--- src/rtl/button_event_debouncer.sv ---
// Multi-channel active-low button front end: 2-flop synchroniser, debouncer and press/release/click/double/long classifier.
// Define BUTTON_EVENT_DOUBLE_PRESS_EN to enable double-press detection; otherwise a release after a short press clicks at once.
module button_event_debouncer #(
  parameter int CHANNELS        = 4,
  parameter int DEBOUNCE_CYCLES = 50000,
  parameter int LONG_CYCLES     = 5000000,
  parameter int DOUBLE_WINDOW   = 2500000,
  parameter int CNT_WIDTH       = 32
) (
  input  logic                clk,
  input  logic                rst_n,
  input  logic [CHANNELS-1:0] button_n_in,
  output logic [CHANNELS-1:0] level,
  output logic [CHANNELS-1:0] press_pulse,
  output logic [CHANNELS-1:0] release_pulse,
  output logic [CHANNELS-1:0] click_pulse,
  output logic [CHANNELS-1:0] double_pulse,
  output logic [CHANNELS-1:0] long_pulse
);

`ifdef BUTTON_EVENT_DOUBLE_PRESS_EN
  typedef enum logic [2:0] {IDLE, HELD, LONG, WAIT2, HELD2} state_t;
  localparam logic [CNT_WIDTH-1:0] WIN_LAST = CNT_WIDTH'(DOUBLE_WINDOW - 1);
`else
  typedef enum logic [1:0] {IDLE, HELD, LONG} state_t;
`endif

  localparam logic [CNT_WIDTH-1:0] DEB_LAST  = CNT_WIDTH'(DEBOUNCE_CYCLES - 1);
  localparam logic [CNT_WIDTH-1:0] LONG_LAST = CNT_WIDTH'(LONG_CYCLES - 1);

  if (CHANNELS < 1 || DEBOUNCE_CYCLES < 1 || LONG_CYCLES < 2 || DOUBLE_WINDOW < 1 || CNT_WIDTH < 1)
  begin : g_param_check
    $error("button_event_debouncer: illegal parameter value");
  end

  for (genvar i = 0; i < CHANNELS; i++) begin : g_ch
    logic                 sync1, sync2;
    logic                 level_q, press_q, release_q, click_q, long_q;
    logic [CNT_WIDTH-1:0] deb_cnt;
    logic [CNT_WIDTH-1:0] hold_cnt;
    logic                 pressed_sync, deb_flip, press_ev, release_ev;
    state_t               state_q;
`ifdef BUTTON_EVENT_DOUBLE_PRESS_EN
    logic                 double_q;
    logic [CNT_WIDTH-1:0] win_cnt;
`endif

    // Sync flops reset to 1 so a held-down button after reset is seen as a fresh press.
    always_ff @(posedge clk or negedge rst_n) begin
      if (!rst_n) begin
        sync1 <= 1'b1;
        sync2 <= 1'b1;
      end else begin
        sync1 <= button_n_in[i];
        sync2 <= sync1;
      end
    end

    assign pressed_sync = ~sync2;
    assign deb_flip     = (pressed_sync != level_q) && (deb_cnt == DEB_LAST);
    assign press_ev     = deb_flip & ~level_q;
    assign release_ev   = deb_flip & level_q;

    always_ff @(posedge clk or negedge rst_n) begin
      if (!rst_n) begin
        deb_cnt   <= '0;
        level_q   <= 1'b0;
        press_q   <= 1'b0;
        release_q <= 1'b0;
      end else begin
        press_q   <= press_ev;
        release_q <= release_ev;
        if (pressed_sync == level_q) begin
          deb_cnt <= '0;
        end else if (deb_flip) begin
          deb_cnt <= '0;
          level_q <= ~level_q;
        end else begin
          deb_cnt <= deb_cnt + 1'b1;
        end
      end
    end

    // The FSM acts on the same-cycle debounce events so its pulses line up with press/release pulses.
    always_ff @(posedge clk or negedge rst_n) begin
      if (!rst_n) begin
        state_q  <= IDLE;
        hold_cnt <= '0;
        click_q  <= 1'b0;
        long_q   <= 1'b0;
`ifdef BUTTON_EVENT_DOUBLE_PRESS_EN
        double_q <= 1'b0;
        win_cnt  <= '0;
`endif
      end else begin
        click_q  <= 1'b0;
        long_q   <= 1'b0;
`ifdef BUTTON_EVENT_DOUBLE_PRESS_EN
        double_q <= 1'b0;
`endif
        case (state_q)
          IDLE: begin
            if (press_ev) begin
              state_q  <= HELD;
              hold_cnt <= '0;
            end
          end
          HELD: begin
            if (release_ev) begin
`ifdef BUTTON_EVENT_DOUBLE_PRESS_EN
              state_q <= WAIT2;
              win_cnt <= '0;
`else
              state_q <= IDLE;
              click_q <= 1'b1;
`endif
            end else if (hold_cnt == LONG_LAST) begin
              long_q  <= 1'b1;
              state_q <= LONG;
            end else begin
              hold_cnt <= hold_cnt + 1'b1;
            end
          end
          LONG: begin
            if (release_ev) state_q <= IDLE;
          end
`ifdef BUTTON_EVENT_DOUBLE_PRESS_EN
          WAIT2: begin
            if (press_ev) begin
              double_q <= 1'b1;
              state_q  <= HELD2;
            end else if (win_cnt == WIN_LAST) begin
              click_q <= 1'b1;
              state_q <= IDLE;
            end else begin
              win_cnt <= win_cnt + 1'b1;
            end
          end
          HELD2: begin
            if (release_ev) state_q <= IDLE;
          end
`endif
          default: state_q <= IDLE;
        endcase
      end
    end

    assign level[i]         = level_q;
    assign press_pulse[i]   = press_q;
    assign release_pulse[i] = release_q;
    assign click_pulse[i]   = click_q;
    assign long_pulse[i]    = long_q;
`ifdef BUTTON_EVENT_DOUBLE_PRESS_EN
    assign double_pulse[i]  = double_q;
`else
    assign double_pulse[i]  = 1'b0;
`endif
  end

endmodule

--- config.mk ---
export PLATFORM = sky130hd
export DESIGN_NAME = button_event_debouncer
export DESIGN_NICKNAME = d
export VERILOG_FILES = /design/src/rtl/button_event_debouncer.sv
export SDC_FILE = /design/constraint.sdc
export NUM_CORES = 1
export LEC_CHECK = 0
export CAP_MARGIN = 40
export CORE_MARGIN = 1
export CORE_UTILIZATION = 57
export CTS_CLUSTER_SIZE = 40
export DETAILED_ROUTE_END_ITERATION = 6
export GPL_TIMING_DRIVEN = 0
export HOLD_SLACK_MARGIN = 0.05
export PLACE_DENSITY = 0.74
export SLEW_MARGIN = 20
export SYNTH_ARGS = -nofsm -noshare
export SYNTH_HDL_FRONTEND = slang
export SYNTH_SLANG_ARGS = --single-unit
--- constraint.sdc ---
create_clock -name clk -period 4.4 [get_ports clk]
set_input_delay 0.88 -clock clk [delete_from_list [all_inputs] [get_ports clk]]
set_output_delay 0.88 -clock clk [all_outputs]
set_load 0.01 [all_outputs]
==> results.ini <==
[yosys]
synth-seq-cells = 292
yosysTopAreaCell = dfrtp_1
ys_seq_area_frac = 0.4895
yosysTopAreaCellShare = 0.4754
synth_warnings = 0
ys_types = 58
synth_area_per_cell_um2 = 9.071
synth_edf_count = 0
synth.area.top_cells = dfrtp_1 (48%), nor2_1 (5.4%), nand2_1 (4.5%)
synth_cells = 1648
ys.flop_type = dfrtp_1
async_reset_ff_frac = 1.000
netlist_area_um2 = 14950

[floorplan]
dieArea_um2 = 26880
rows = 58
die_x_um = 163.9
die_h_um = 163.9
start_util = 0.5869
pin_count = 30
coreArea_um2 = 25470

[sta]
hold_viol_final = 0
fmaxAchievable_mhz = 291.6
slew_viol_final = 0
worst_clock_skew_ns = 0.02074
relSlewSlack = 0.4185
min_period_ns = 3.430
finalCritPeriodShare = 0.7795
rsz0062_at_grt = false
fin_tns_setup_ns = 0
setup_violations = 0
tightest_slew_ns = 0.8723

[placement]
portBuffers = 25
gp_congestion = 0.8892
placed_cells = 2011
place_hpwl_um = 21860

[final_layout]
num_antenna_cells = 0
layout.nets = 1731
area_delta_synth_final_pct = 12.78
drive_gt1_frac = 0.06387
utilization = 0.6619
instances_no_fill = 2068

[drt]
first_pass_iters = 5
via_per_inst = 6.049
drt_iter0_drc = 985
wl_per_cell_um = 15.81
routed_wl_um = 32710
antenna_left = 0
drcViolationCount = 0
vias = 12510

[status]
status = completed

[power_and_ir_drop]
peakVddDrop_v = 0.0003785
total_power_mw = 5.647
power_density_nw_per_um2 = 334.9
leakage_nw = 7.153

[critical_path]
worst_r2r_endpoint = g_ch[0].hold_cnt[14]$_DFFE_PN0P_
setup.worst_path.start_class = flop
rr_worst_depth = 9
cp.arrival_ns = 3.85
rr_startpoint = g_ch[0].hold_cnt[3]$_DFFE_PN0P_
reg2reg_slack_ns = 0.97
worstPathMaxFanout = 10
crit_path_end_kind = flop
worstPathRequired_ns = 4.83
path_class = flop to flop

[global_route]
grt_usage = 0.2500
gr-usage-met1 = 0.3619
grtUsageMet3 = 0.03434
grt_pass1_wl_um = 55830
use_met2 = 0.4000
grt_antenna_before_repair = 0
grt_busiest_layer = met2
grt_start_max_net_pins = 102
grt_pass1_vias = 11790
grt_overflow = 0

[clocking]
numCtsBuffers = 30
cts_root_buf = clkbuf_16
clock_sinks = 292
ctsHtreeMaxLevel = 1
clk_pin_slew_ns = 0.06
ctsHoldBuffers = 0
postCtsSetupRepairBufs = 0
cts_tree = done
cts_buffer_depth = 3
cts-resized-gates = 0
clk_latency_ns = 0.55

[hold_path]
worstHoldPathType = input pin to async pin

[run]
cap_violations = 0

==> layer usage <==
metal / vias to the layer above / part of all wire
li1: 6032 / -
met1: 6119 / 0.48
met2: 314 / 0.46
met3: 44 / 0.048
met4: 0 / 0.016
met5: - / 0
==> where the power goes <==
group / switching [mW] / internal [mW]
clock network: 1.05 / 1.77
logic: 0.0833 / 0.0273
registers: 0.0114 / 2.70
total: 1.15 / 4.50
==> how the worst max path moves through the flow <==
stage | startpoint | endpoint | slack, ns | cells past startpoint
2_1_floorplan | g_ch[3].deb_cnt[17]$_DFF_PN0_ | g_ch[3].hold_cnt[17]$_DFFE_PN0P_ | 1.61 | 6
3_3_place_gp | rst_n | g_ch[2].hold_cnt[27]$_DFFE_PN0P_ | -10.15 | 1
3_5_place_dp | g_ch[0].hold_cnt[3]$_DFFE_PN0P_ | g_ch[0].hold_cnt[28]$_DFFE_PN0P_ | 1.07 | 9
4_1_cts | g_ch[0].hold_cnt[3]$_DFFE_PN0P_ | g_ch[0].hold_cnt[28]$_DFFE_PN0P_ | 1.03 | 9
5_1_grt | g_ch[0].deb_cnt[0]$_DFF_PN0_ | g_ch[0].hold_cnt[28]$_DFFE_PN0P_ | 0.75 | 10
6_report | g_ch[0].hold_cnt[3]$_DFFE_PN0P_ | g_ch[0].hold_cnt[14]$_DFFE_PN0P_ | 0.97 | 9
==> sequential cells by signal, indices dropped and copies added, names as in the netlist <==
register / cells
g_ch.sync2: 4
g_ch.level_q: 4
g_ch.click_q: 4
g_ch.hold_cnt: 128
g_ch.long_q: 4
g_ch.deb_cnt: 128
g_ch.release_q: 4
g_ch.press_q: 4
g_ch.sync1: 4
g_ch.state_q: 8
==> layout make-up <==
cell class,count,area (µm²)
multi-input combinational,1236,7087
fill,2043,8612
timing repair buffer,34,367.9
sequential,292,7317
clock inverter,15,260.3
clock buffer,38,852.1
inverter,37,138.9
buffer,86,424.2
tap,330,412.9
==> cell usage after synthesis (17+ instances only) <==
master,count
and3_1,53
nor4_1,57
xor2_1,69
nand3_1,105
dfrtp_1,284
nand4_1,71
mux2i_1,17
clkbuf_1,56
nor2_1,214
xnor2_1,49
buf_4,24
inv_1,37
nand2_1,178
a31oi_1,53
o21ai_0,95
a21oi_1,49
nor3_1,38
and4_1,24
or3_1,18
==> cells by family after synthesis <==
family          after synthesis  share of synthesized area
simple gates                827                     0.2785
flops                       292                     0.4895
compound gates              262                     0.1069
buf+inv                     123                    0.03766
xor+xnor                    118                    0.06913
mux                          17                    0.01138
fa+ha+maj                     8                   0.006696
other cells                   1                  0.0002508
==> through the flow <==
stage	hold WS [ns]	instance area (µm²)	setup WS (ns)
after global routing	0.2581	16860	0.7514
after CTS	0.2373	16840	1.034
after global placement	0.3475	15620	-10.15
after floorplan	0.3452	14960	1.612
final	0.2450	16860	0.9703
after detailed placement	0.3472	15730	1.072
==> worst max-delay path, cell delays in order, from the launching register on <==
cell	delay, ns
dfrtp_1	0.41
and3_1	0.26
nand3_1	0.21
nor4_1	0.60
nor2_1	0.34
a21oi_1	0.75
inv_1	0.11
clkbuf_1	0.28
a41oi_1	0.27
nor2_1	0.07
==> placed cells by master, fill, tap and decap left out, types with 31 or more instances in the layout <==
cell type,n
dfrtp_1,284
nor2_1,214
nand2_1,178
nand3_1,105
o21ai_0,95
nand4_1,71
xor2_1,69
clkbuf_1,58
nor4_1,56
and3_1,53
a31oi_1,53
xnor2_1,49
a21oi_1,49
nor3_1,38
inv_1,37
clkbuf_16,31
No activity file was read; power rests on OpenSTA's default activity.
